$ cat config.mk
export PLATFORM = sky130hd
export DESIGN_NAME = atm_txn_sequencer_flat
export DESIGN_NICKNAME = d
export VERILOG_FILES = /design/src/rtl/atm_txn_sequencer_if.sv /design/src/rtl/atm_txn_sequencer.sv /design/src/flat_wrapper.sv
export SDC_FILE = /design/constraint.sdc
export NUM_CORES = 1
export LEC_CHECK = 0
export ABC_AREA = 1
export CORE_MARGIN = 10
export CORE_UTILIZATION = 50
export DETAILED_ROUTE_END_ITERATION = 8
export MAX_ROUTING_LAYER = met4
export PLACE_DENSITY = 0.86
export SYNTH_ARGS = -nofsm -noshare
export SYNTH_HDL_FRONTEND = slang
export SYNTH_SLANG_ARGS = --single-unit
$ cat constraint.sdc
create_clock -name clk -period 2.5 [get_ports clk]
set_clock_uncertainty 0.15 [all_clocks]
set_input_delay 0.75 -clock clk [delete_from_list [all_inputs] [get_ports clk]]
set_output_delay 0.75 -clock clk [all_outputs]
set_load 0.02 [all_outputs]
$ cat src/rtl/atm_txn_sequencer_if.sv
// atm_txn_sequencer_if: request/response handshakes and ledger RAM port of the ATM transaction sequencer.
interface atm_txn_sequencer_if #(
    parameter int ACCT_W = 4,
    parameter int AMT_W  = 10
);
    logic              req_valid;
    logic              req_ready;
    logic [1:0]        req_select;
    logic [ACCT_W-1:0] req_origin;
    logic [ACCT_W-1:0] req_purpose;
    logic [AMT_W-1:0]  req_amount;
    logic              rsp_valid;
    logic              rsp_ready;
    logic [1:0]        rsp_result;
    logic [AMT_W-1:0]  rsp_balance;
    logic              mem_rd_en;
    logic [ACCT_W-1:0] mem_rd_addr;
    logic [AMT_W-1:0]  mem_rd_data;
    logic              mem_wr_en;
    logic [ACCT_W-1:0] mem_wr_addr;
    logic [AMT_W-1:0]  mem_wr_data;

    modport slave (
        input  req_valid, req_select, req_origin, req_purpose, req_amount, rsp_ready, mem_rd_data,
        output req_ready, rsp_valid, rsp_result, rsp_balance, mem_rd_en, mem_rd_addr, mem_wr_en, mem_wr_addr, mem_wr_data
    );
    modport master (
        output req_valid, req_select, req_origin, req_purpose, req_amount, rsp_ready, mem_rd_data,
        input  req_ready, rsp_valid, rsp_result, rsp_balance, mem_rd_en, mem_rd_addr, mem_wr_en, mem_wr_addr, mem_wr_data
    );
endinterface

$ cat src/rtl/atm_txn_sequencer.sv
// atm_txn_sequencer: read-check-write ledger transaction controller; define ATM_DAILY_LIMIT_EN for the per-session withdrawal cap.
module atm_txn_sequencer #(
    parameter int ACCT_W      = 4,
    parameter int AMT_W       = 10,
    parameter int DAILY_LIMIT = 500
) (
    input  logic               clk,
    input  logic               rst,
    atm_txn_sequencer_if.slave bus,
    output logic               busy
);
    typedef enum logic [2:0] {IDLE, RD_O, RD_P, EVAL, WR_O, WR_P, RSP} state_t;

    state_t            r_state, w_next;
    logic [1:0]        r_sel, r_result, w_res;
    logic [ACCT_W-1:0] r_org, r_pur_a;
    logic [AMT_W-1:0]  r_amt, r_orig, r_pur, r_bal, w_bal;
    logic [AMT_W:0]    w_pur_sum;
    logic              w_xfer, w_lim, w_write;

    if (DAILY_LIMIT < 0) begin : g_bad_limit
        $error("DAILY_LIMIT must be non-negative");
    end

    assign w_xfer    = r_sel == 2'b10;
    assign w_pur_sum = {1'b0, bus.mem_rd_data} + {1'b0, r_amt};

`ifdef ATM_DAILY_LIMIT_EN
    logic [AMT_W:0]   r_acc;
    logic [AMT_W+1:0] w_acc_sum;
    assign w_acc_sum = {1'b0, r_acc} + {2'b00, r_amt};
    assign w_lim     = w_acc_sum > (AMT_W+2)'(DAILY_LIMIT);
    always_ff @(posedge clk or posedge rst) begin
        if (rst)
            r_acc <= '0;
        else if (r_state == IDLE && bus.req_valid && bus.req_select == 2'b11)
            r_acc <= '0;
        else if (r_state == EVAL && w_write)
            r_acc <= w_acc_sum[AMT_W+1] ? '1 : w_acc_sum[AMT_W:0];
    end
`else
    assign w_lim = 1'b0;
`endif

    // Priority: same account, session limit, funds, purpose overflow.
    assign w_res   = r_sel == 2'b00 ? 2'b01 :
                     (w_xfer && r_org == r_pur_a) ? 2'b10 :
                     w_lim ? 2'b10 :
                     r_amt > r_orig ? 2'b00 :
                     (w_xfer && w_pur_sum[AMT_W]) ? 2'b10 : 2'b01;
    assign w_write = r_sel != 2'b00 && w_res == 2'b01;
    assign w_bal   = w_write ? r_orig - r_amt : r_orig;

    always_ff @(posedge clk or posedge rst) begin
        if (rst)
            r_state <= IDLE;
        else
            r_state <= w_next;
    end

    always_ff @(posedge clk or posedge rst) begin
        if (rst) begin
            r_sel    <= '0;
            r_org    <= '0;
            r_pur_a  <= '0;
            r_amt    <= '0;
            r_orig   <= '0;
            r_pur    <= '0;
            r_result <= '0;
            r_bal    <= '0;
        end else begin
            if (r_state == IDLE && bus.req_valid) begin
                r_sel   <= bus.req_select;
                r_org   <= bus.req_origin;
                r_pur_a <= bus.req_purpose;
                r_amt   <= bus.req_amount;
                if (bus.req_select == 2'b11) begin
                    r_result <= 2'b11;
                    r_bal    <= '0;
                end
            end
            if (r_state == RD_P)
                r_orig <= bus.mem_rd_data;
            if (r_state == EVAL) begin
                r_pur    <= w_pur_sum[AMT_W-1:0];
                r_result <= w_res;
                r_bal    <= w_bal;
            end
        end
    end

    always_comb begin
        w_next          = r_state;
        bus.req_ready   = 1'b0;
        bus.rsp_valid   = 1'b0;
        bus.mem_rd_en   = 1'b0;
        bus.mem_rd_addr = '0;
        bus.mem_wr_en   = 1'b0;
        bus.mem_wr_addr = '0;
        bus.mem_wr_data = '0;
        case (r_state)
            IDLE: begin
                bus.req_ready = 1'b1;
                if (bus.req_valid)
                    w_next = bus.req_select == 2'b11 ? RSP : RD_O;
            end
            RD_O: begin
                bus.mem_rd_en   = 1'b1;
                bus.mem_rd_addr = r_org;
                w_next          = RD_P;
            end
            RD_P: begin
                bus.mem_rd_en   = w_xfer;
                bus.mem_rd_addr = w_xfer ? r_pur_a : '0;
                w_next          = EVAL;
            end
            EVAL: w_next = w_write ? WR_O : RSP;
            WR_O: begin
                bus.mem_wr_en   = 1'b1;
                bus.mem_wr_addr = r_org;
                bus.mem_wr_data = r_bal;
                w_next          = w_xfer ? WR_P : RSP;
            end
            WR_P: begin
                bus.mem_wr_en   = 1'b1;
                bus.mem_wr_addr = r_pur_a;
                bus.mem_wr_data = r_pur;
                w_next          = RSP;
            end
            RSP: begin
                bus.rsp_valid = 1'b1;
                if (bus.rsp_ready)
                    w_next = IDLE;
            end
            default: w_next = IDLE;
        endcase
    end

    assign bus.rsp_result  = r_result;
    assign bus.rsp_balance = r_bal;
    assign busy            = r_state != IDLE;
endmodule

$ cat src/flat_wrapper.sv
// flat-port wrapper written by rule: the top's interface ports become plain ports
module atm_txn_sequencer_flat 
#(
    parameter int ACCT_W      = 4,
    parameter int AMT_W       = 10,
    parameter int DAILY_LIMIT = 500
)
  (clk, rst, busy, bus_req_valid, bus_req_select, bus_req_origin, bus_req_purpose, bus_req_amount, bus_rsp_ready, bus_mem_rd_data, bus_req_ready, bus_rsp_valid, bus_rsp_result, bus_rsp_balance, bus_mem_rd_en, bus_mem_rd_addr, bus_mem_wr_en, bus_mem_wr_addr, bus_mem_wr_data);
  atm_txn_sequencer_if #(.ACCT_W(ACCT_W), .AMT_W(AMT_W)) bus_i ();
  input  logic clk;
  input  logic rst;
  output logic busy;
  input wire logic [$bits(bus_i.req_valid)-1:0] bus_req_valid;
  input wire logic [$bits(bus_i.req_select)-1:0] bus_req_select;
  input wire logic [$bits(bus_i.req_origin)-1:0] bus_req_origin;
  input wire logic [$bits(bus_i.req_purpose)-1:0] bus_req_purpose;
  input wire logic [$bits(bus_i.req_amount)-1:0] bus_req_amount;
  input wire logic [$bits(bus_i.rsp_ready)-1:0] bus_rsp_ready;
  input wire logic [$bits(bus_i.mem_rd_data)-1:0] bus_mem_rd_data;
  output wire logic [$bits(bus_i.req_ready)-1:0] bus_req_ready;
  output wire logic [$bits(bus_i.rsp_valid)-1:0] bus_rsp_valid;
  output wire logic [$bits(bus_i.rsp_result)-1:0] bus_rsp_result;
  output wire logic [$bits(bus_i.rsp_balance)-1:0] bus_rsp_balance;
  output wire logic [$bits(bus_i.mem_rd_en)-1:0] bus_mem_rd_en;
  output wire logic [$bits(bus_i.mem_rd_addr)-1:0] bus_mem_rd_addr;
  output wire logic [$bits(bus_i.mem_wr_en)-1:0] bus_mem_wr_en;
  output wire logic [$bits(bus_i.mem_wr_addr)-1:0] bus_mem_wr_addr;
  output wire logic [$bits(bus_i.mem_wr_data)-1:0] bus_mem_wr_data;
  assign bus_i.req_valid = bus_req_valid;
  assign bus_i.req_select = bus_req_select;
  assign bus_i.req_origin = bus_req_origin;
  assign bus_i.req_purpose = bus_req_purpose;
  assign bus_i.req_amount = bus_req_amount;
  assign bus_i.rsp_ready = bus_rsp_ready;
  assign bus_i.mem_rd_data = bus_mem_rd_data;
  assign bus_req_ready = bus_i.req_ready;
  assign bus_rsp_valid = bus_i.rsp_valid;
  assign bus_rsp_result = bus_i.rsp_result;
  assign bus_rsp_balance = bus_i.rsp_balance;
  assign bus_mem_rd_en = bus_i.mem_rd_en;
  assign bus_mem_rd_addr = bus_i.mem_rd_addr;
  assign bus_mem_wr_en = bus_i.mem_wr_en;
  assign bus_mem_wr_addr = bus_i.mem_wr_addr;
  assign bus_mem_wr_data = bus_i.mem_wr_data;
  atm_txn_sequencer #(.ACCT_W(ACCT_W), .AMT_W(AMT_W), .DAILY_LIMIT(DAILY_LIMIT)) u_core (.clk(clk), .rst(rst), .bus(bus_i), .busy(busy));
endmodule
# --- Yosys cells after proc, flatten, opt, wreduce, memory -nomap -nowiden ---
# Index checks and enable logic that the tools add are counted.
op_classes:
  add_sub_neg: 2
  order_cmp: 1
  eq_ne: 12
  n_mux: 25
  n_reduce_logical: 13
op_table:
  columns: ["cell", "count"]
  rows:
  - ["10-bit two-way mux", 4]
  - ["3-bit case mux with 7 select lines", 1]
  - ["10-bit case mux with 2 select lines", 1]
  - ["2-bit two-way mux", 9]
  - ["4-bit case mux with 2 select lines", 2]
  - ["10-bit by 10-bit adder with 11-bit output", 1]
  - ["10-bit greater-than comparator", 1]
  - ["10-bit subtractor", 1]
  - ["3-bit equality test, second input constant", 3]
  - ["3-bit two-way mux", 3]
  - ["3-bit by 2-bit equality test with 1-bit output, second input constant", 2]
  - ["2-bit nonzero test", 3]
  - ["2-bit equality test, second input constant", 2]
  - ["4-bit equality test", 1]
  - ["1-bit logical AND", 4]
  - ["4-bit two-way mux", 1]
  - ["2-bit != test, second input constant", 2]
  - ["2-bit AND reduction", 2]
  - ["3-bit by 1-bit equality test with 1-bit output, second input constant", 1]
  - ["3-bit zero test", 1]
  - ["1-bit two-way mux", 3]
  - ["3-bit nonzero test", 1]
  - ["2-bit by 1-bit equality test with 1-bit output, second input constant", 1]
  - ["2-bit zero test", 1]
  - ["2 further kinds", 2]
word_totals:
  regBits: 55
  input_bits: 34
  out_inout_bits: 35
  elab_cells: 62

# --- Depth between registers and ports, before layout ---
logic_depth:
  word_depth: 10
  mapped_depth: 13
  ltp_nobuf: 13

# --- Worst setup path before layout ---
# No wires, ideal clock.
synth_path:
  path_type: "input to register"
  start: "input bus_mem_rd_data[0]"
  end: "register u_core.r_bal[8] (netlist: u_core.bus.rsp_balance[8])"
  setup_ps: 125
  arrival_ps: 2057
  required_time_ps: 2225
  setup_slack_ps: 168
  stages: 11
  path_buffers: 1
  path_cell_list: "ha_1 -> inv_1 -> fa_1 -> inv_1 -> nand3_2 -> nand3_2 -> nand2_4 -> and2_4 -> buf_6 -> nand4_1 -> nand3_1"
synth_between:
  elab_chain_len: 10
synth_rtl:
  columns: ["element", "line", "rtl"]
  rows:
  - ["from (decl)", "flat_wrapper.sv:19", "input wire logic [$bits(bus_i.mem_rd_data)-1:0] bus_mem_rd_data;"]
  - ["10-bit by 10-bit adder with 11-bit output", "atm_txn_sequencer.sv:26", "assign w_pur_sum = {1'b0, bus.mem_rd_data} + {1'b0, r_amt};"]
  - ["1-bit logical AND", "atm_txn_sequencer.sv:50", "(w_xfer && w_pur_sum[AMT_W]) ? 2'b10 : 2'b01;"]
  - ["2-bit two-way mux", "atm_txn_sequencer.sv:50", null]
  - ["2-bit two-way mux", "atm_txn_sequencer.sv:49", "r_amt > r_orig ? 2'b00 :"]
  - ["2-bit two-way mux", "atm_txn_sequencer.sv:47", "(w_xfer && r_org == r_pur_a) ? 2'b10 :"]
  - ["2-bit two-way mux", "atm_txn_sequencer.sv:46", "assign w_res = r_sel == 2'b00 ? 2'b01 :"]
  - ["2-bit by 1-bit equality test with 1-bit output", "atm_txn_sequencer.sv:51", "assign w_write = r_sel != 2'b00 && w_res == 2'b01;"]
  - ["1-bit logical AND", "atm_txn_sequencer.sv:51", null]
  - ["10-bit two-way mux", "atm_txn_sequencer.sv:52", "assign w_bal = w_write ? r_orig - r_amt : r_orig;"]
  - ["10-bit two-way mux", "atm_txn_sequencer.sv:84", "if (r_state == EVAL) begin"]
  - ["to (signal assigned)", "atm_txn_sequencer.sv:87", "r_bal <= w_bal;"]
  - ["to (decl)", "atm_txn_sequencer.sv:17", "logic [AMT_W-1:0] r_amt, r_orig, r_pur, r_bal, w_bal;"]
# No other way between the ends.
# A chain may end at the register's enable or synchronous reset.

# --- Final worst setup path ---
layout_path:
  start: "input bus_mem_rd_data[6]"
  end: "register u_core.r_bal[7] (netlist: u_core.bus.rsp_balance[7])"
# The elaborated chain is that of the path after synthesis.

==> results.md <==
* Status: complete, but fails checks
* Failing checks: negative setup slack
* Max IR drop VDD at just under 0.0006 V
* Hold Startpoint: u_core.r_pur[5]
* Total CTS buffers at 5
* P_leak at around 0.0026 µW
* First-pass GRT wire length at ~18000 µm
* Clock Path Buffers at 2
* DRT Pass-1 Iters at 6
* Die area at roughly 11000 µm²
* Setup TNS at -0.0301 ns
* Startpoint types: input pin
* DR iter-0 viols at ~560
* CTS H-Tree Depth at 2
* Vias in the first global route at roughly 3800
* Worst slew pin tran at around 0.59 ns
* Initial Util at about half
* Hold Path Cell Cnt at 2
* Port Buf Inserts at between 60 and 70
* Crit Reg-Reg Endpoint: u_core.bus.rsp_result[1]
* Worst slew margin at ~60%
* Crit-path max cell delay at approximately 0.54 ns
* CTS tree: built
* Final setup viols at 1
* RSZ-0062 raised after global routing: true
* Crit share post-route at 101%
* Synth-to-Final Area Change at 37.7%
* Share of layout cells above drive strength 1 at between 20 and 25%
* Worst Hold End: u_core.r_pur[5]
* Data arrival time of the worst path at roughly 2.6 ns
* CTS root buf: clkbuf_8
* Routed wire length at 13000 µm
* Slowest CP cell: clkdlybuf4s50_1
* Row cnt at 31
* Worst Setup End Kind: flop
* CP max FO at 8
* Clk slew on worst S/H paths at roughly 0.10 ns
* Final Critical Period at ~2.5 ns
* Ys async rst share at between 90% and 100%
* Crit-path cells: clkdlybuf4s50_1 > ha_4 > nand2_2 > nor2_4 > nand2_1 > nand3_2 > nand2_4 > and2_4 > nand4_2 > nand2_1 > nand2_1
* Dpl hpwl at approximately 9000 µm
* Critical path's most frequent cell: nand2_1
* Final setup margin at -0.0301 ns
* Vias per inst at roughly 5.7
* Core area at around 7100 µm²
* EDFF count, synth at 0
* Netlist cell types at 41
* GPL Wtd Cong at 0.949
* Later-pin clock latency in the skew report at ~0.32 ns
* Post-synthesis net count at roughly 540
* Post-synthesis sequential area ratio at about 38%
* Synth Register Bits at between 50 and 60
* I/O Pins at between 60 and 70
* Max Fclk at 0.395 GHz
* Die Y-Extent at roughly 110 µm
* Worst R2R Setup Slack at 0 ns
* WL/cell at between 15 and 20 µm
* Type of the tightest min-delay check: reg2reg
* R2R Path Start: u_core.r_amt[5]
* Final hold violations at 0
* Slew Limit Fails at 0
* Final antenna-violating net count at 0
* Syn_area_per_cell at between 7 and 8 µm²
* Critical path class: in2reg
* PwrDens at 1430 nW/µm²
* Post-synthesis cell area at 3630 µm²
* Vias after detailed routing at roughly 4000
* Chip Width at ~110 µm
* Number of maximum-capacitance violations at 0
* WP data required at between 2 and 3 ns
* Synthesis Warnings at 0
* DRC violations left at 0
* Worst Reg-to-Reg Cells at 11
* Top FF cell, synth: dfrtp_1
* GRT overflow at 0
* Initial antenna violation count at 1
* Syn Inst Count at between 400 and 500
* Pre-CTS WS at -0.448 ns
* Largest net degree at the start of global routing at 23
* Post-layout net count at 654
* Clk sinks at 55
* GRT Total Usage at between 20% and 30%
## layout make-up
| cell class | count | area (µm²) |
|---|---|---|
| multi-input cells | 348 | 2100 |
| diodes | 1 | 2.50 |
| well taps | 99 | 124 |
| clock buffers | 7 | 86.3 |
| inverters | 67 | 254 |
| repair buffers | 121 | 1050 |
| flip-flops and latches | 55 | 1380 |
| fillers | 540 | 2140 |
| clock inverters | 1 | 8.76 |
## where the power goes
part / total, µW / switching (µW) / internal [µW]
registers: 1740 / 418 / 1320
clock network: 538 / 310 / 228
logic: 4890 / 2960 / 1930
total: 7160 / 3680 / 3480
## worst max-delay path by stage
stage	startpoint	to	slack, ns	depth (start not counted)
floorplan	bus_mem_rd_data[0]	u_core.bus.rsp_balance[8]	0.17	11
global placement	bus_mem_rd_data[9]	u_core.bus.rsp_balance[9]	-0.41	10
detailed placement	bus_mem_rd_data[7]	u_core.bus.rsp_balance[9]	-0.45	10
CTS	u_core.r_state[1]	bus_mem_rd_addr[2]	-0.04	6
global route	u_core.r_amt[8]	u_core.bus.rsp_result[1]	-0.07	11
finish	bus_mem_rd_data[6]	u_core.bus.rsp_balance[7]	-0.03	11
## what timing repair did
item	CTS	global route
endpoints found under the setup margin	36	36
buffers inserted	2	1
pin swaps	8	4
cloned	0	1
resized for setup	75	54
hold buffers	0	0
## stage by stage
step / total power (µW) / instances / instance area [µm²] / util [%] / hold WS (ns)
after floorplan: 4460 / 480 / 3630 / - / 0.303
after detailed placement: 6080 / 686 / 4760 / 66.7 / 0.324
after global routing: 7620 / 699 / 5000 / 70.0 / 0.391
final: 7160 / 699 / 5000 / 70.0 / 0.352
after global placement: 5920 / 686 / 4760 / 66.7 / 0.319
after CTS: 6690 / 696 / 4910 / 68.8 / 0.347
## Yosys cell counts (all sizes together) (3+ instances only)
library cell	n	area share, %
a21oi	13	1.8
a32o	5	1.4
buf	10	2.0
dfrtp	55	38
ha	20	6.9
inv	66	6.8
nand2	148	16
nand3	37	5.7
nand4	10	2.5
nor2	27	3.3
nor3	4	0.83
o21ai	44	6.2
o21bai	3	0.62
o22ai	10	1.7
or2	5	0.86
xor2	10	2.4
## registers in the layout (all words and copies together), names as in the netlist
register and cells:
u_core.r_org 4, u_core.r_state 3, u_core.r_orig 10, u_core.bus.rsp_balance 10, u_core.r_pur_a 4, u_core.bus.rsp_result 2
u_core.r_sel 2, u_core.r_amt 10, u_core.r_pur 10
## placed cells by master (no fill, tap or decap), types with 3 or more instances in the layout
cell	n
nand2_1	137
nand3_2	4
or2_0	3
inv_2	7
o21ai_0	21
ha_4	8
nand2_2	9
nor2_1	22
dfrtp_1	53
xor2_1	10
clkbuf_2	3
dlygate4sd2_1	3
buf_2	8
buf_4	58
o21bai_1	3
a21oi_1	11
dlymetal6s2s_1	7
ha_1	11
nor2_4	3
nand3_1	33
clkbuf_8	6
o22ai_1	10
o21ai_1	21
nand4_1	7
clkdlybuf4s50_1	37
a32o_1	5
inv_1	59
## worst max-delay path: cells and delay by family
family                   cells  cell delay, ns
AND/OR/NAND/NOR              9            1.04
buffers and inverters        1            0.54
adder cells (fa/ha/maj)      1            0.24
## per-layer routing
metal / global-route usage, % / share of wire (%)
met5: - / 0
met4: 8.24 / 6.3
met3: 3.47 / 8.6
met2: 35.1 / 49
met1: 22.6 / 36
## logic make-up after synthesis
| logic type | after synthesis | share of synthesized area [%] |
|---|---|---|
| AO/OA/AOI/OAI | 79 | 12.5 |
| AND/OR/NAND/NOR | 234 | 29.7 |
| flip-flops | 55 | 37.9 |
| buffers and inverters | 78 | 9.06 |
| XOR/XNOR | 12 | 2.89 |
| adder cells (fa/ha/maj) | 22 | 7.99 |
No activity file was read; power rests on OpenSTA's default activity.
